File: src/rtl/rf_write_arbiter_if.sv
// Signal bundle between the pipeline (WB, long-latency unit, decode) and the register-file write arbiter.
// The arbiter takes the slave view; whoever drives the pipeline side takes the master view.
interface rf_write_arbiter_if;
  logic        wb_we;
  logic [4:0]  wb_rd;
  logic [31:0] wb_data;
  logic        lu_valid;
  logic        lu_ready;
  logic [4:0]  lu_rd;
  logic [31:0] lu_data;
  logic        issue_valid;
  logic [4:0]  issue_rd;
  logic [4:0]  chk_a1;
  logic [4:0]  chk_a2;
  logic [4:0]  chk_rd;
  logic        hazard_stall;
  logic        stall_req;
  logic        rf_we;
  logic [4:0]  rf_a3;
  logic [31:0] rf_wd;

  modport master (
    output wb_we, wb_rd, wb_data, lu_valid, lu_rd, lu_data,
           issue_valid, issue_rd, chk_a1, chk_a2, chk_rd,
    input  lu_ready, hazard_stall, stall_req, rf_we, rf_a3, rf_wd
  );

  modport slave (
    input  wb_we, wb_rd, wb_data, lu_valid, lu_rd, lu_data,
           issue_valid, issue_rd, chk_a1, chk_a2, chk_rd,
    output lu_ready, hazard_stall, stall_req, rf_we, rf_a3, rf_wd
  );
endinterface

File: src/rtl/rf_write_arbiter.sv
// Shares the register-file write port between in-order WB and buffered long-latency results,
// with WB priority, starvation relief via stall_req, and a pending-register scoreboard for decode.
module rf_write_arbiter #(
  parameter int DEPTH        = 2,
  parameter int STARVE_LIMIT = 4
) (
  input  logic               clk,
  input  logic               rst,
  rf_write_arbiter_if.slave  bus
);
  localparam int AW = (DEPTH > 1) ? $clog2(DEPTH) : 1;
  localparam int CW = $clog2(DEPTH + 1);
  localparam int SW = $clog2(STARVE_LIMIT + 1);
  localparam logic [CW-1:0] DEPTH_C  = CW'(DEPTH);
  localparam logic [SW-1:0] STARVE_C = SW'(STARVE_LIMIT);

  logic [4:0]    r_fifo_rd   [DEPTH];
  logic [31:0]   r_fifo_data [DEPTH];
  logic [AW-1:0] r_wptr;
  logic [AW-1:0] r_rptr;
  logic [CW-1:0] r_count;
  logic [SW-1:0] r_starve;
  logic [31:0]   r_pending;

  logic        w_empty;
  logic        w_lu_ready;
  logic        w_stall;
  logic        w_wb_req;
  logic        w_head_grant;
  logic        w_wb_grant;
  logic        w_push;
  logic [4:0]  w_head_rd;
  logic [31:0] w_head_data;
  logic [31:0] w_pending_next;
  logic        w_hazard;

  always_comb begin
    w_empty      = (r_count == '0);
    w_lu_ready   = !rst && (r_count < DEPTH_C);
    w_stall      = !rst && !w_empty && (r_starve >= STARVE_C);
    w_wb_req     = bus.wb_we && (bus.wb_rd != 5'd0);
    w_head_grant = !rst && !w_empty && (w_stall || !w_wb_req);
    w_wb_grant   = !rst && !w_stall && w_wb_req;
    w_push       = bus.lu_valid && w_lu_ready && (bus.lu_rd != 5'd0);
    w_head_rd    = r_fifo_rd[r_rptr];
    w_head_data  = r_fifo_data[r_rptr];
  end

  // Clear before set so an issue to the register being retired this cycle stays pending.
  always_comb begin
    w_pending_next = r_pending;
    if (w_head_grant) begin
      w_pending_next[w_head_rd] = 1'b0;
    end
    if (bus.issue_valid && (bus.issue_rd != 5'd0)) begin
      w_pending_next[bus.issue_rd] = 1'b1;
    end
    w_pending_next[0] = 1'b0;
  end

  always_comb begin
    w_hazard = ((bus.chk_a1 != 5'd0) && r_pending[bus.chk_a1]) ||
               ((bus.chk_a2 != 5'd0) && r_pending[bus.chk_a2]) ||
               ((bus.chk_rd != 5'd0) && r_pending[bus.chk_rd]);
  end

  always_comb begin
    bus.lu_ready     = w_lu_ready;
    bus.stall_req    = w_stall;
    bus.hazard_stall = !rst && w_hazard;
    bus.rf_we        = w_head_grant || w_wb_grant;
    bus.rf_a3        = 5'd0;
    bus.rf_wd        = 32'd0;
    if (w_head_grant) begin
      bus.rf_a3 = w_head_rd;
      bus.rf_wd = w_head_data;
    end else if (w_wb_grant) begin
      bus.rf_a3 = bus.wb_rd;
      bus.rf_wd = bus.wb_data;
    end
  end

  // Storage needs no reset; validity is tracked by r_count.
  always_ff @(posedge clk) begin
    if (w_push) begin
      r_fifo_rd[r_wptr]   <= bus.lu_rd;
      r_fifo_data[r_wptr] <= bus.lu_data;
    end
  end

  always_ff @(posedge clk) begin
    if (rst) begin
      r_wptr    <= '0;
      r_rptr    <= '0;
      r_count   <= '0;
      r_starve  <= '0;
      r_pending <= '0;
    end else begin
      if (w_push) begin
        r_wptr <= r_wptr + AW'(1);
      end
      if (w_head_grant) begin
        r_rptr <= r_rptr + AW'(1);
      end
      if (w_push && !w_head_grant) begin
        r_count <= r_count + CW'(1);
      end else if (!w_push && w_head_grant) begin
        r_count <= r_count - CW'(1);
      end
      if (w_empty || w_head_grant) begin
        r_starve <= '0;
      end else if (r_starve < STARVE_C) begin
        r_starve <= r_starve + SW'(1);
      end
      r_pending <= w_pending_next;
    end
  end
endmodule

File: src/flat_wrapper.sv
// flat-port wrapper written by rule: the top's interface ports become plain ports
module rf_write_arbiter_flat 
#(
  parameter int DEPTH        = 2,
  parameter int STARVE_LIMIT = 4
)
  (clk, rst, bus_wb_we, bus_wb_rd, bus_wb_data, bus_lu_valid, bus_lu_rd, bus_lu_data, bus_issue_valid, bus_issue_rd, bus_chk_a1, bus_chk_a2, bus_chk_rd, bus_lu_ready, bus_hazard_stall, bus_stall_req, bus_rf_we, bus_rf_a3, bus_rf_wd);
  rf_write_arbiter_if bus_i ();
  input  logic clk;
  input  logic rst;
  input wire logic [$bits(bus_i.wb_we)-1:0] bus_wb_we;
  input wire logic [$bits(bus_i.wb_rd)-1:0] bus_wb_rd;
  input wire logic [$bits(bus_i.wb_data)-1:0] bus_wb_data;
  input wire logic [$bits(bus_i.lu_valid)-1:0] bus_lu_valid;
  input wire logic [$bits(bus_i.lu_rd)-1:0] bus_lu_rd;
  input wire logic [$bits(bus_i.lu_data)-1:0] bus_lu_data;
  input wire logic [$bits(bus_i.issue_valid)-1:0] bus_issue_valid;
  input wire logic [$bits(bus_i.issue_rd)-1:0] bus_issue_rd;
  input wire logic [$bits(bus_i.chk_a1)-1:0] bus_chk_a1;
  input wire logic [$bits(bus_i.chk_a2)-1:0] bus_chk_a2;
  input wire logic [$bits(bus_i.chk_rd)-1:0] bus_chk_rd;
  output wire logic [$bits(bus_i.lu_ready)-1:0] bus_lu_ready;
  output wire logic [$bits(bus_i.hazard_stall)-1:0] bus_hazard_stall;
  output wire logic [$bits(bus_i.stall_req)-1:0] bus_stall_req;
  output wire logic [$bits(bus_i.rf_we)-1:0] bus_rf_we;
  output wire logic [$bits(bus_i.rf_a3)-1:0] bus_rf_a3;
  output wire logic [$bits(bus_i.rf_wd)-1:0] bus_rf_wd;
  assign bus_i.wb_we = bus_wb_we;
  assign bus_i.wb_rd = bus_wb_rd;
  assign bus_i.wb_data = bus_wb_data;
  assign bus_i.lu_valid = bus_lu_valid;
  assign bus_i.lu_rd = bus_lu_rd;
  assign bus_i.lu_data = bus_lu_data;
  assign bus_i.issue_valid = bus_issue_valid;
  assign bus_i.issue_rd = bus_issue_rd;
  assign bus_i.chk_a1 = bus_chk_a1;
  assign bus_i.chk_a2 = bus_chk_a2;
  assign bus_i.chk_rd = bus_chk_rd;
  assign bus_lu_ready = bus_i.lu_ready;
  assign bus_hazard_stall = bus_i.hazard_stall;
  assign bus_stall_req = bus_i.stall_req;
  assign bus_rf_we = bus_i.rf_we;
  assign bus_rf_a3 = bus_i.rf_a3;
  assign bus_rf_wd = bus_i.rf_wd;
  rf_write_arbiter #(.DEPTH(DEPTH), .STARVE_LIMIT(STARVE_LIMIT)) u_core (.clk(clk), .rst(rst), .bus(bus_i));
endmodule
File: config.mk
export PLATFORM = sky130hd
export DESIGN_NAME = rf_write_arbiter_flat
export DESIGN_NICKNAME = d
export VERILOG_FILES = /design/src/rtl/rf_write_arbiter_if.sv /design/src/rtl/rf_write_arbiter.sv /design/src/flat_wrapper.sv
export SDC_FILE = /design/constraint.sdc
export NUM_CORES = 1
export LEC_CHECK = 0
export BUFFER_PORTS_ARGS = -buffer_cell sky130_fd_sc_hd__buf_2
export CAP_MARGIN = 20
export CORE_ASPECT_RATIO = 1.5
export CORE_MARGIN = 1.5
export CORE_UTILIZATION = 50
export DETAILED_ROUTE_END_ITERATION = 7
export PLACE_DENSITY = 0.76
export SYNTH_ARGS = -nofsm -noshare
export SYNTH_HDL_FRONTEND = slang
export SYNTH_SLANG_ARGS = --single-unit
File: constraint.sdc
create_clock -name clk -period 6.5 [get_ports clk]
set_clock_uncertainty 0.2 [all_clocks]
set_input_delay 0.325 -clock clk [delete_from_list [all_inputs] [get_ports clk]]
set_output_delay 0.325 -clock clk [all_outputs]
set_load 0.05 [all_outputs]
==> results of run 1 <==
==> layer usage <==
metal,routed length [um],track usage,vias up
met5,0,0,-
met4,427,0.120,0
met3,780,0.0580,35
met2,8450,0.484,196
met1,5620,0.288,2292
li1,-,-,2212
==> logic make-up (layout without fill, tap and decap cells) <==
family                     count (synthesis)  after routing  synth area share
DFF                                      113            113             0.533
adders and majority gates                  2              2           0.00444
muxes                                     71             71             0.160
and+or+nand+nor                          142            142             0.117
xor gates and xnor gates                   4              4           0.00622
buffers and inverters                     40            218            0.0362
AOI/OAI and AO/OA                        129            129             0.144
==> worst max-delay path by stage <==
stage / start / to / slack, ps / cells past startpoint
after floorplan: rst / u_core.r_fifo_data[0][0] / 2750 / 4
after global placement: rst / u_core.r_count[1] / 3600 / 7
after detailed placement: rst / u_core.r_count[1] / 3490 / 7
after CTS: rst / bus_rf_wd[14] / 3580 / 7
after global routing: rst / bus_rf_wd[18] / 3330 / 7
final: rst / bus_rf_wd[18] / 3470 / 7
==> state kept, by name, summed over array words and instances, names as in the netlist, named ones only <==
signal / flops
u_core.r_starve: 3
u_core.r_wptr: 1
u_core.r_fifo_rd: 10
u_core.r_fifo_data: 64
u_core.r_rptr: 1
u_core.r_pending: 31
u_core.r_count: 2
==> area by class of cell <==
type	instances	area share
clock inverters	9	0.0125
repair buffers	179	0.149
inverters	8	0.00412
clock buffers	22	0.0609
multi-input cells	348	0.336
flip-flops and latches	113	0.412
well taps	147	0.0252
==> per-stage QoR <==
stage / total power [mW] / hold WS, ps / setup slack, ps / util
after floorplan: 1.07 / 198 / 2750 / -
after global placement: 1.15 / 207 / 3600 / 0.581
after detailed placement: 1.16 / 234 / 3490 / 0.581
after CTS: 2.02 / 109 / 3580 / 0.663
after global routing: 2.08 / 131 / 3330 / 0.663
final: 2.02 / 144 / 3470 / 0.663
==> power groups by stage <==
stage	Sequential, mW	Clock, mW	Combinational, mW
global route	0.824	0.885	0.375
floorplan	0.827	0	0.241
detailed placement	0.834	0	0.330
global placement	0.832	0	0.323
finish	0.822	0.847	0.355
CTS	0.821	0.851	0.350
==> layout by cell type (no fill, tap or decap), types with 9 or more instances in the layout <==
master and instances:
dfxtp_1 38, o31ai_1 31, nor2b_1 9, nand2_1 78, buf_2 139, a21oi_1 38, edfxtp_1 74, mux4_2 14
mux2i_1 50, dlygate4sd3_1 37, clkbuf_16 17, o21ai_0 39, nor2_1 19
==> worst max-delay path, stage by stage <==
cell and delay (ps):
buf_2 610, nor2_1 290, a211oi_4 290, buf_4 390, nand2_1 120, o21ai_0 130
buf_2 330
==> metrics.txt, run 1 <==
Final period util 0.466; Hold Path Stages 4; aggregate global routing overflow 0; synth top area cells edfxtp_1, dfxtp_1, mux2i_1, mux4_2, nand2_1; IO Port Bufs 139; # DRC 0; Setup CP Type input pin to primary output; CTS clock-pin slew for the worst setup and hold paths 50 ps; startpoint types input pin; PD cells 278 nW/um^2; flop2flop setup slack 3950 ps; Cell Area, Placed 6390 um^2; Rows 47; number of cells produced by synthesis 501; post-synthesis sequential area ratio 0.533; share of the synthesized area in the top cell type 0.394; Synth Register Bits approximately 110; Clock Tree Buf Depth 2; hold worst-path end u_core.r_pending[1]; die area 11900 um^2; r2r endpoint u_core.r_count[1]; CTS root buf clkbuf_16; Starting Density 0.512; crit path DAT ~2500 ps; Total Neg Setup Slack 0 ps; fill count 828; Placed Cells 758; reg-to-reg startpoint u_core.r_count[0]; initial antenna violation count 0; clock group share of total power 0.418; top cells by instance count after synthesis nand2_1, edfxtp_1, mux2i_1; CTS sink cnt roughly 110; H-tree Lvls 4; status complete, no violations; DR iter-0 viols 353; asr flop ratio synth 0; synthesized area per cell approximately 11 um^2; post-CTS setup buffer count 0; Layout area overhead 29.4%; RSZ-0062 raised after global routing no; max-slew violations 0; ant diodes 0; Final Non-Filler Cells 826; routed vias/inst approximately 5.7; switch share 0.274; layout cells sized above 1 0.287; setup violators final 0; peak supply drop 301 uV; Yosys top cell by area edfxtp_1; Layout Nets approximately 770; Final HPWL DP between 9000 and 10000 um; min-delay worst type input pin to register; CTS Buf Count 17; R2R depth 7; Cell variety after synth 49; final instance area 7290 um^2; Worst-Margin Slew ~1100 ps; most numerous cell in the Yosys netlist nand2_1; Die Span X 89.7 um; Fin. Hold Viols 0; Register Area roughly 3000 um^2; CTS tree done; worst rel slew slack 0.283; largest net degree at the start of global routing 71; sequential fraction of design power 0.406; final wirelength roughly 15000 um; Total GRT Usage 0.268; Clk Latency, worst-skew pair 400 ps; 1st-pass router iterations 4; height of the die 133 um; GPL Wtd Cong 0.964; P_int 1.47 mW; vias in the first global route 4857; Main synth FF type edfxtp_1; fmax 330 MHz; worst path required time 5970 ps; post-route ant nets 0; core region area 11000 um^2; cts hold-fix bufs 37; syn nets 602; Ys Warns 0; Post-synth EDFFs between 70 and 80; leakage about 2.7 nW; Post-Syn Area around 5600 um^2; switching power about 0.55 mW; HP Start bus_issue_rd[3]; post-CTS sizing 0; Max-cap violations 0; number of placed I/O pins 140; crit path time final 3030 ps; vias after detailed routing 4735; wire per inst 18.5 um; first-pass GRT wire length approximately 24000 um; CP Capture Type primary output; CP max FO 42; area of the multi-input gates 2450 um^2; Logic pwr share 0.176
(Power assumes the default switching activity.)
==> run 2, diff against run 1 <==
- CORE_UTILIZATION: 50 -> 48
- clock period: 6.5 -> 2.4 ns (I/O delays scaled with it)
==> metrics.txt, run 2 (synthesis results as in run 1) <==
ant diodes 0 (unchanged); Layout Nets 789 (was 768); Max-cap violations 0 (unchanged); Final Non-Filler Cells 851 (was 826); crit path DAT 2070 ps (was 2510 ps); largest net degree at the start of global routing 41 (was 71); crit path cell chain nor2_2, nor2_4, a211oi_4, buf_4, clkbuf_16, nand2_1, o21ai_1, buf_2 (was buf_2, nor2_1, a211oi_4, buf_4, nand2_1, o21ai_0, buf_2); Layout area overhead 36.6% (was 29.4%); post-place setup slack 185 ps (was 3490 ps); Total GRT Usage 0.253 (was 0.268); fin worst setup slack 6.47 ps (was 3470 ps); GRT met2 Usage 0.466 (was 0.484); Layout Utilization 0.671 (was 0.663); Placed Cells 771 (was 758); fmax 418 MHz; total power 5.85 mW (was 2.02 mW); worst path required time 2080 ps (was 5970 ps); Fin. Hold Viols 0 (unchanged); Register Area 3010 um^2 (was 3000 um^2); CTS clock-pin slew for the worst setup and hold paths 50 ps (about the same); CP max-delay cell dfxtp_1 (was buf_2); Starting Density 0.491 (was 0.512); height of the die 136 um (was 133 um); most common cell after layout, fill and taps aside buf_2 (unchanged); worst rel slew slack 0.290 (was 0.283); Worst-Margin Slew 1060 ps (was 1070 ps); GRT met3 Usage 0.0645 (was 0.0580); RSZ-0062 raised after global routing yes (was no); # DRC 0 (unchanged); first-pass GRT wire length 24000 um (was 23800 um); GPL Wtd Cong 0.902 (was 0.964); CTS root buf clkbuf_16 (unchanged); startpoint types register (was input pin); H-tree Lvls 4 (unchanged); CTS Buf Count 17 (unchanged); Logic pwr share 0.181 (was 0.176); final wirelength 16000 um (was 15300 um); routed vias/inst 5.73 (about the same); sequential fraction of design power 0.380 (was 0.406); setup violators final 0 (unchanged); CP max FO 18 (was 42); post-route ant nets 0 (unchanged); Final HPWL DP 9990 um (was 9910 um); Worst path max stage delay 350 ps (was 610 ps); Biggest register u_core.r_fifo_data (unchanged); IO Port Bufs 139 (unchanged); Final period util 0.997; Clock Tree Buf Depth 2 (unchanged); switching power 1.66 mW (was 0.555 mW); CP Capture Type primary output (unchanged); 1st-pass router iterations 7 (was 4); vias after detailed routing 4877 (was 4735); crit path time final between 2000 and 2500 ps; min-delay worst type input pin to register (unchanged); most frequent cells in the layout buf_2, nand2_1, edfxtp_1, mux2i_1, dlygate4sd3_1 (was buf_2, nand2_1, edfxtp_1, mux2i_1, o21ai_0); clock group share of total power 0.438 (was 0.418); PD cells 760 nW/um^2 (was 278 nW/um^2); Crit path max-delay family buffers and inverters (unchanged); vias in the first global route 4884 (was 4857); GRT busiest layer met2 (unchanged); switch share 0.284 (was 0.274); number of placed I/O pins 140 (unchanged); core region area 11500 um^2 (was 11000 um^2); Die Span X 91.5 um (was 89.7 um); peak supply drop 790 uV (was 301 uV); CTS tree done (unchanged); Rows 48 (was 47); layout cells sized above 1 0.324 (was 0.287); wire per inst 18.8 um (was 18.5 um); max-slew violations 0 (unchanged); top flop regs u_core.r_fifo_data x64, u_core.r_pending x31, u_core.r_fifo_rd x10 (unchanged); status complete, no violations (unchanged); area of the multi-input gates 2520 um^2 (was 2450 um^2); die area 12400 um^2 (was 11900 um^2); fill count 815 (was 828); CTS sink cnt 113 (unchanged); Setup CP Type register to primary output (was input pin to primary output); P_int 4.19 mW (was 1.47 mW); CP bufs+invs 3 (unchanged); met1 Usage GRT 0.260 (was 0.288); number of flip-flops in the largest register 64 (unchanged); Clk Latency, worst-skew pair 400 ps (about the same); DR iter-0 viols 244 (was 353); leakage 2.87 nW (was 2.74 nW); aggregate global routing overflow 0 (unchanged); initial antenna violation count 0 (unchanged)
## run 2: changes by cell type in the layout (fill, tap and decap cells not counted), sizes merged
cell | before | now
clkinv | 7 | 5
dlygate4sd3 | 37 | 46
bufinv | 2 | 3
clkinvlp | 0 | 3
clkbuf | 22 | 25
inv | 8 | 12
buf | 142 | 146
## run 2: worst paths after layout
kind	slack, ps	to	cells past startpoint	start
worst max-delay path	6	bus_rf_wd[18]	8	u_core.r_count[0]
worst min-delay path	70	u_core.r_wptr	5	bus_lu_valid
worst max register to register	200	u_core.r_fifo_data[0][9]	4	u_core.r_count[1]
worst min register to register	230	u_core.r_starve[0]	1	u_core.r_starve[0]
## run 2: metal layers
metal  wire [um]  part of all wire
met4         600             0.037
met1        5670              0.35
met3         964             0.060
met5           0                 0
met2        8800              0.55
## run 2: what timing repair did
item	in CTS	in global routing
gates resized for setup	14	26
pin swaps	2	5
setup endpoints to repair	38	54
hold buffers	47	0
hold endpoints to repair	106	0
gates cloned	0	1
setup buffers	0	1
## run 2: cell type report
cell class | instances | area share
repair buffers | 200 | 0.175
clock inverters | 15 | 0.0237
multi-input cells | 348 | 0.327
inverters | 8 | 0.00390
well taps | 150 | 0.0244
flip-flops and latches | 113 | 0.391
clock buffers | 17 | 0.0553
## run 2: stage by stage
stage,hold slack [ps],cell area [um^2],TNS (ps)
CTS,74.7,7590,0
finish,70.4,7700,0
global route,101,7700,-321
global placement,108,6470,0
floorplan,18.9,5660,-909
detailed placement,111,6470,0
## run 2: worst reg2reg max path: stages, from the launching register on
cell      delay (ps)
dfxtp_1          350
nor2_4           130
o211ai_1         130
buf_4            180
nor2_4           810
## run 2: power groups by stage
stage               logic (mW)  clock network, mW  registers, mW
floorplan                0.670                  0           2.24
global placement         0.913                  0           2.25
detailed placement       0.931                  0           2.26
CTS                       1.01               2.57           2.22
global route              1.12               2.68           2.23
finish                    1.06               2.56           2.22
